### config.mk
export PLATFORM = sky130hd
export DESIGN_NAME = alu_issue_ctrl_flat
export DESIGN_NICKNAME = d
export VERILOG_FILES = /design/src/rtl/alu_issue_ctrl_if.sv /design/src/rtl/alu_issue_ctrl.sv /design/src/flat_wrapper.sv
export SDC_FILE = /design/constraint.sdc
export NUM_CORES = 1
export LEC_CHECK = 0
export CAP_MARGIN = 5
export CORE_ASPECT_RATIO = 0.75
export CORE_MARGIN = 4
export CORE_UTILIZATION = 45
export DETAILED_ROUTE_END_ITERATION = 10
export PLACE_DENSITY_LB_ADDON = 0.15
export SLEW_MARGIN = 20
export SYNTH_ARGS = -nofsm -noshare
export SYNTH_HDL_FRONTEND = slang
export SYNTH_SLANG_ARGS = --single-unit
### constraint.sdc
create_clock -name clk -period 4.76 [get_ports clk]
set_input_delay 0.952 -clock clk [delete_from_list [all_inputs] [get_ports clk]]
set_output_delay 0.952 -clock clk [all_outputs]
set_load 0.005 [all_outputs]
### src/rtl/alu_issue_ctrl_if.sv
// Bundle of the request port, the ALU calc/calc_done port and the response port
// between the sequencer, alu_issue_ctrl and the ALU.
//
// Handshake semantics for req_* and rsp_*: a transfer happens on the rising clock
// edge where both valid and ready are 1. Once valid is raised, the payload stays
// stable and valid stays high until that transfer edge. ready may be asserted
// before valid and carries no obligation on its own.
interface alu_issue_ctrl_if #(
    parameter int TAG_W = 4
);
    logic             req_valid;
    logic             req_ready;
    logic [4:0]       req_op;
    logic [31:0]      req_a;
    logic [31:0]      req_b;
    logic [TAG_W-1:0] req_tag;

    logic [31:0]      alu_operand_a;
    logic [31:0]      alu_operand_b;
    logic [4:0]       alu_operation;
    logic             alu_calc;
    logic [31:0]      alu_result;
    logic             alu_calc_done;
    logic [4:0]       alu_flags;

    logic             rsp_valid;
    logic             rsp_ready;
    logic [31:0]      rsp_result;
    logic [4:0]       rsp_flags;
    logic [TAG_W-1:0] rsp_tag;
    logic             rsp_err;

    // Controller side
    modport master (
        input  req_valid, req_op, req_a, req_b, req_tag,
        input  alu_result, alu_calc_done, alu_flags,
        input  rsp_ready,
        output req_ready,
        output alu_operand_a, alu_operand_b, alu_operation, alu_calc,
        output rsp_valid, rsp_result, rsp_flags, rsp_tag, rsp_err
    );

    // Sequencer/ALU side
    modport slave (
        output req_valid, req_op, req_a, req_b, req_tag,
        output alu_result, alu_calc_done, alu_flags,
        output rsp_ready,
        input  req_ready,
        input  alu_operand_a, alu_operand_b, alu_operation, alu_calc,
        input  rsp_valid, rsp_result, rsp_flags, rsp_tag, rsp_err
    );
endinterface

### src/rtl/alu_issue_ctrl.sv
// Issues one ALU operation at a time: latches the request, holds calc until the ALU
// samples it, waits for calc_done, and returns result/flags/tag on the response port.
// A watchdog abandons an op that sits in ISSUE+WAIT too long and reports rsp_err.
module alu_issue_ctrl #(
    parameter int TAG_W          = 4,
    parameter int TIMEOUT_CYCLES = 64
) (
    input  logic                 clk,
    input  logic                 rst_n,
    alu_issue_ctrl_if.master     bus,
    output logic [15:0]          timeout_count,
    output logic [1:0]           dbg_state
);

    localparam int TMR_W = $clog2(TIMEOUT_CYCLES + 1);
    localparam logic [TMR_W-1:0] TMR_LIMIT = TMR_W'(TIMEOUT_CYCLES - 1);

    typedef enum logic [1:0] {
        IDLE  = 2'd0,
        ISSUE = 2'd1,
        WAIT  = 2'd2
    } state_t;

    state_t           state;
    state_t           state_next;
    logic [TMR_W-1:0] timer;
    logic [TAG_W-1:0] tag_q;
    logic             accept;
    logic             finish_ok;
    logic             finish_to;
    logic             timer_inc;
    logic             rsp_take;

    assign rsp_take  = bus.rsp_valid & bus.rsp_ready;
    assign dbg_state = state;

    // State register; reset drops alu_calc immediately since it decodes from state
    always_ff @(posedge clk or negedge rst_n) begin
        if (!rst_n) begin
            state <= IDLE;
        end else begin
            state <= state_next;
        end
    end

    // Next-state, handshake outputs and datapath strobes
    always_comb begin
        state_next    = state;
        bus.req_ready = 1'b0;
        bus.alu_calc  = 1'b0;
        accept        = 1'b0;
        finish_ok     = 1'b0;
        finish_to     = 1'b0;
        timer_inc     = 1'b0;
        case (state)
            IDLE: begin
                // A pending response blocks new work: only one op is ever in flight
                bus.req_ready = ~bus.rsp_valid;
                if (bus.req_valid && !bus.rsp_valid) begin
                    accept     = 1'b1;
                    state_next = ISSUE;
                end
            end
            ISSUE: begin
                bus.alu_calc = 1'b1;
                // calc_done high while calc is high means the ALU took the op
                if (bus.alu_calc_done) begin
                    state_next = WAIT;
                end else if (timer == TMR_LIMIT) begin
                    finish_to  = 1'b1;
                    state_next = IDLE;
                end else begin
                    timer_inc = 1'b1;
                end
            end
            WAIT: begin
                // Completion takes priority over a timeout on the same edge
                if (bus.alu_calc_done) begin
                    finish_ok  = 1'b1;
                    state_next = IDLE;
                end else if (timer == TMR_LIMIT) begin
                    finish_to  = 1'b1;
                    state_next = IDLE;
                end else begin
                    timer_inc = 1'b1;
                end
            end
            default: state_next = IDLE;
        endcase
    end

    // Operand/tag latch, watchdog timer, response registers and timeout counter
    always_ff @(posedge clk or negedge rst_n) begin
        if (!rst_n) begin
            bus.alu_operand_a <= '0;
            bus.alu_operand_b <= '0;
            bus.alu_operation <= '0;
            tag_q             <= '0;
            timer             <= '0;
            bus.rsp_valid     <= 1'b0;
            bus.rsp_result    <= '0;
            bus.rsp_flags     <= '0;
            bus.rsp_tag       <= '0;
            bus.rsp_err       <= 1'b0;
            timeout_count     <= '0;
        end else begin
            if (accept) begin
                bus.alu_operand_a <= bus.req_a;
                bus.alu_operand_b <= bus.req_b;
                bus.alu_operation <= bus.req_op;
                tag_q             <= bus.req_tag;
                timer             <= '0;
            end else if (timer_inc) begin
                timer <= timer + 1'b1;
            end

            if (finish_ok) begin
                bus.rsp_valid  <= 1'b1;
                bus.rsp_result <= bus.alu_result;
                bus.rsp_flags  <= bus.alu_flags;
                bus.rsp_tag    <= tag_q;
                bus.rsp_err    <= 1'b0;
            end else if (finish_to) begin
                bus.rsp_valid  <= 1'b1;
                bus.rsp_result <= '0;
                bus.rsp_flags  <= '0;
                bus.rsp_tag    <= tag_q;
                bus.rsp_err    <= 1'b1;
                if (timeout_count != 16'hFFFF) begin
                    timeout_count <= timeout_count + 16'd1;
                end
            end else if (rsp_take) begin
                bus.rsp_valid <= 1'b0;
            end
        end
    end

endmodule

### src/flat_wrapper.sv
// flat-port wrapper written by rule: the top's interface ports become plain ports
module alu_issue_ctrl_flat 
#(
    parameter int TAG_W          = 4,
    parameter int TIMEOUT_CYCLES = 64
)
  (clk, rst_n, timeout_count, dbg_state, bus_req_valid, bus_req_op, bus_req_a, bus_req_b, bus_req_tag, bus_alu_result, bus_alu_calc_done, bus_alu_flags, bus_rsp_ready, bus_req_ready, bus_alu_operand_a, bus_alu_operand_b, bus_alu_operation, bus_alu_calc, bus_rsp_valid, bus_rsp_result, bus_rsp_flags, bus_rsp_tag, bus_rsp_err);
  alu_issue_ctrl_if #(.TAG_W(TAG_W)) bus_i ();
  input  logic clk;
  input  logic rst_n;
  output logic [15:0] timeout_count;
  output logic [1:0] dbg_state;
  input wire logic [$bits(bus_i.req_valid)-1:0] bus_req_valid;
  input wire logic [$bits(bus_i.req_op)-1:0] bus_req_op;
  input wire logic [$bits(bus_i.req_a)-1:0] bus_req_a;
  input wire logic [$bits(bus_i.req_b)-1:0] bus_req_b;
  input wire logic [$bits(bus_i.req_tag)-1:0] bus_req_tag;
  input wire logic [$bits(bus_i.alu_result)-1:0] bus_alu_result;
  input wire logic [$bits(bus_i.alu_calc_done)-1:0] bus_alu_calc_done;
  input wire logic [$bits(bus_i.alu_flags)-1:0] bus_alu_flags;
  input wire logic [$bits(bus_i.rsp_ready)-1:0] bus_rsp_ready;
  output wire logic [$bits(bus_i.req_ready)-1:0] bus_req_ready;
  output wire logic [$bits(bus_i.alu_operand_a)-1:0] bus_alu_operand_a;
  output wire logic [$bits(bus_i.alu_operand_b)-1:0] bus_alu_operand_b;
  output wire logic [$bits(bus_i.alu_operation)-1:0] bus_alu_operation;
  output wire logic [$bits(bus_i.alu_calc)-1:0] bus_alu_calc;
  output wire logic [$bits(bus_i.rsp_valid)-1:0] bus_rsp_valid;
  output wire logic [$bits(bus_i.rsp_result)-1:0] bus_rsp_result;
  output wire logic [$bits(bus_i.rsp_flags)-1:0] bus_rsp_flags;
  output wire logic [$bits(bus_i.rsp_tag)-1:0] bus_rsp_tag;
  output wire logic [$bits(bus_i.rsp_err)-1:0] bus_rsp_err;
  assign bus_i.req_valid = bus_req_valid;
  assign bus_i.req_op = bus_req_op;
  assign bus_i.req_a = bus_req_a;
  assign bus_i.req_b = bus_req_b;
  assign bus_i.req_tag = bus_req_tag;
  assign bus_i.alu_result = bus_alu_result;
  assign bus_i.alu_calc_done = bus_alu_calc_done;
  assign bus_i.alu_flags = bus_alu_flags;
  assign bus_i.rsp_ready = bus_rsp_ready;
  assign bus_req_ready = bus_i.req_ready;
  assign bus_alu_operand_a = bus_i.alu_operand_a;
  assign bus_alu_operand_b = bus_i.alu_operand_b;
  assign bus_alu_operation = bus_i.alu_operation;
  assign bus_alu_calc = bus_i.alu_calc;
  assign bus_rsp_valid = bus_i.rsp_valid;
  assign bus_rsp_result = bus_i.rsp_result;
  assign bus_rsp_flags = bus_i.rsp_flags;
  assign bus_rsp_tag = bus_i.rsp_tag;
  assign bus_rsp_err = bus_i.rsp_err;
  alu_issue_ctrl #(.TAG_W(TAG_W), .TIMEOUT_CYCLES(TIMEOUT_CYCLES)) u_core (.clk(clk), .rst_n(rst_n), .bus(bus_i), .timeout_count(timeout_count), .dbg_state(dbg_state));
endmodule
==> summary.txt <==
Finish
  • Fill count: 797
  • Layout cells sized above 1: 6.32%
  • Commonest cells after routing, fill and taps aside: 245 x clkdlybuf4s50_1, 228 x nand2_1, 141 x dfrtp_1
  • Nets: 899
  • Area grow syn2layout: 57.6%
  • Most common cell after layout, fill and taps aside: clkdlybuf4s50_1

Power and ir drop
  • Clk pwr share: 26.7%
  • Comb power frac: 36.5%
  • Power, Total: 5320 uW
  • Net Sw Power: 1580 uW
  • Sw Ratio: 29.6%
  • Total leakage power: 0.00422 uW
  • Internal power: 3750 uW
  • Maximum vdd drop: 377 uV
  • Power share of the sequential group: 36.8%
  • PD cells: 605 nW/um^2

GRT
  • Total global routing overflow: 0
  • Antenna violations before repair: 1
  • Vias in the first global route: 4850
  • Met2 usage: 35.3%
  • Met1 Resource Use GR: 25.8%
  • GRT Total Usage: 22.1%
  • Largest net degree at the start of global routing: 115
  • Grt met3 use: 11.2%
  • GR peak layer: met2
  • First-pass GRT wire length: 24.8 mm

STA
  • Final setup viols: 0
  • Fin. Hold Viols: 0
  • Worst Tran Pin Value: 0.928 ns
  • Final TNS setup: 0 ns
  • Max Slew Vio Count: 0
  • RSZ-0062 raised after global routing: no
  • Worst Clk Skew: 0.00764 ns
  • Max transition margin: 38.2%
  • Tcrit/Tclk final: 61.3%
  • Peak Freq: 343 MHz
  • Minimum clock period: 2.92 ns

Critical path
  • Worst R2R Path Depth: 7
  • Reg-to-reg critical path endpoint: u_core.bus.rsp_valid
  • FF-to-FF Start: u_core.dbg_state[0]
  • Crit path kind: reg -> out
  • Reg2reg setup slack: 2.08 ns
  • Req. time, crit path: 3.81 ns
  • Crit Path Max Fanout: 4
  • CP Capture Type: output port
  • Startpoint Class: flip-flop
  • Crit path DAT: 1.96 ns

Drt
  • Drt drc: 0
  • DRT iter0 DRCs: 166
  • Via count: 4715
  • First drt pass iteration count: 4
  • Avg WL per Cell: 16.4 um
  • Vias/cell: 4.94
  • DRT antenna net count: 0
  • Total Wirelength: 15.7 mm

Die
  • FP Rows: 34
  • Core ar.: 11900 sq um
  • Die footprint: 14300 sq um
  • Die X: 137 um
  • Die extent in y: 104 um
  • Starting Density: 47.1%
  • Ports: 247

Hold path
  • Hold Startpoint: u_core.tag_q[3]
  • Hold Crit Depth: 2
  • Hold Crit Endpoint: u_core.tag_q[3]
  • Hold/Removal Path Class: reg -> reg

Yosys
  • Synth Register Bits: 141
  • Synth warnings: 0
  • Unique cell type count in the Yosys netlist: 39
  • Ys flop type: dfrtp_1
  • Post-synth EDFFs: 0
  • Share of the yosys chip area belonging to registers: 63.2%
  • Syn Inst Count: 536
  • Mapped Area: 5590 sq um
  • Async S/R FF share, synth: 100%
  • Synthesized Nets: 657
  • Mean Syn Cell Area: 10.4 sq um

Clock tree
  • CTS buffer count: 17
  • Clock Latency Late Sink: 0.41 ns
  • CTS tree: yes
  • Post-CTS Repair Setup Buffers: 0
  • Largest buffer count on any clock path: 2
  • Hold_buf cts: 0
  • Root Buffer: clkbuf_16
  • CTS-repair resized insts: 0
  • H-tree depth: 4
  • CTS clk-pin slew, worst paths: 0.06 ns
  • Sinks on Clock Net: 141

Place
  • # port buffers: 246
  • GP Congestion: 0.759
  • Post-DP HPWL: 11.1 mm

Run
  • Maxcap violations: 0

Status
  • Outcome: completed
-- cell usage after synthesis (4+ instances only) --
library cell,n,share of area (%)
buf_2,4,0.36
dfrtp_1,141,63
xor2_1,16,2.5
nand4_1,5,0.56
nor3_1,6,0.54
nor4_1,5,0.56
clkbuf_1,19,1.3
nand2_1,229,15
nand3_1,7,0.63
inv_1,8,0.54
a22o_1,38,6.0
o21ai_0,4,0.36
nor2_1,7,0.47
ha_1,6,1.3
-- registers in the layout, indices dropped and copies added, names as in the netlist, 2 cells and up --
register	count
u_core.timeout_count	16
u_core.bus.alu_operation	5
u_core.bus.rsp_result	32
u_core.bus.alu_operand_a	32
u_core.tag_q	4
u_core.bus.alu_operand_b	32
u_core.timer	7
u_core.dbg_state	2
u_core.bus.rsp_flags	5
u_core.bus.rsp_tag	4
-- power by group through the flow --
stage	Clock (uW)	Combinational [uW]	Sequential [uW]
2_1_floorplan	0	671	1980
5_1_grt	1510	2130	2020
3_5_place_dp	0	1960	1970
6_report	1420	1940	1960
4_1_cts	1450	1980	1960
3_3_place_gp	0	1910	1950
-- area by class of cell --
cell class / instances / area [sq um] / share of cell area, %
well taps: 162 / 203 / 2.30
clock buffers: 19 / 453 / 5.14
multi-input cells: 359 / 1900 / 21.6
clock inverters: 13 / 188 / 2.13
inverters: 8 / 30.0 / 0.341
repair buffers: 251 / 2500 / 28.4
flip-flops and latches: 141 / 3530 / 40.1
diodes: 1 / 2.50 / 0.0284
-- worst max-delay path, cell delays in order, from the launching register on --
cell,delay [ns]
dfrtp_1,0.42
inv_1,0.12
ha_1,0.18
nor2b_1,0.27
clkdlybuf4s50_1,0.57
-- kinds of logic (layout without fill, tap and decap cells) --
group / Yosys count / after routing / synth area share [%]
compound gates: 52 / 52 / 7.61
simple gates: 278 / 278 / 21.0
fa+ha+maj: 6 / 6 / 1.34
xor+xnor: 17 / 17 / 2.67
buf+inv: 36 / 291 / 2.91
mux: 6 / 6 / 1.32
flops: 141 / 141 / 63.2
other cells: 0 / 1 / 0
-- metal layers --
| layer | vias up | wire length (um) |
|---|---|---|
| met1 | 2262 | 6100 |
| met2 | 187 | 7350 |
| li1 | 2248 | - |
| met5 | - | 0 |
| met4 | 0 | 229 |
| met3 | 18 | 1980 |
-- stage by stage --
step / std cells / util [%] / area (sq um) / hold slack, ns / setup slack [ns]
finish: 954 / 74.2 / 8810 / 0.472 / 1.84
CTS: 953 / 74.2 / 8800 / 0.477 / 1.80
global placement: 921 / 68.8 / 8160 / 0.457 / 1.53
global route: 954 / 74.2 / 8810 / 0.491 / 1.71
floorplan: 536 / - / 5590 / 0.442 / 2.31
detailed placement: 921 / 68.8 / 8160 / 0.461 / 1.49
-- how the worst max path moves through the flow --
stage                   startpoint                    end  slack, ns  cells after the start
2_1_floorplan    bus_alu_calc_done  u_core.bus.rsp_tag[1]       2.31                      7
3_3_place_gp     bus_alu_calc_done   u_core.bus.rsp_valid       1.53                      6
3_5_place_dp     bus_alu_calc_done   u_core.bus.rsp_valid       1.49                      6
4_1_cts        u_core.dbg_state[0]          bus_req_ready       1.80                      4
5_1_grt        u_core.dbg_state[0]          bus_req_ready       1.71                      4
6_report       u_core.dbg_state[0]          bus_req_ready       1.84                      4
(Power assumes the default switching activity.)
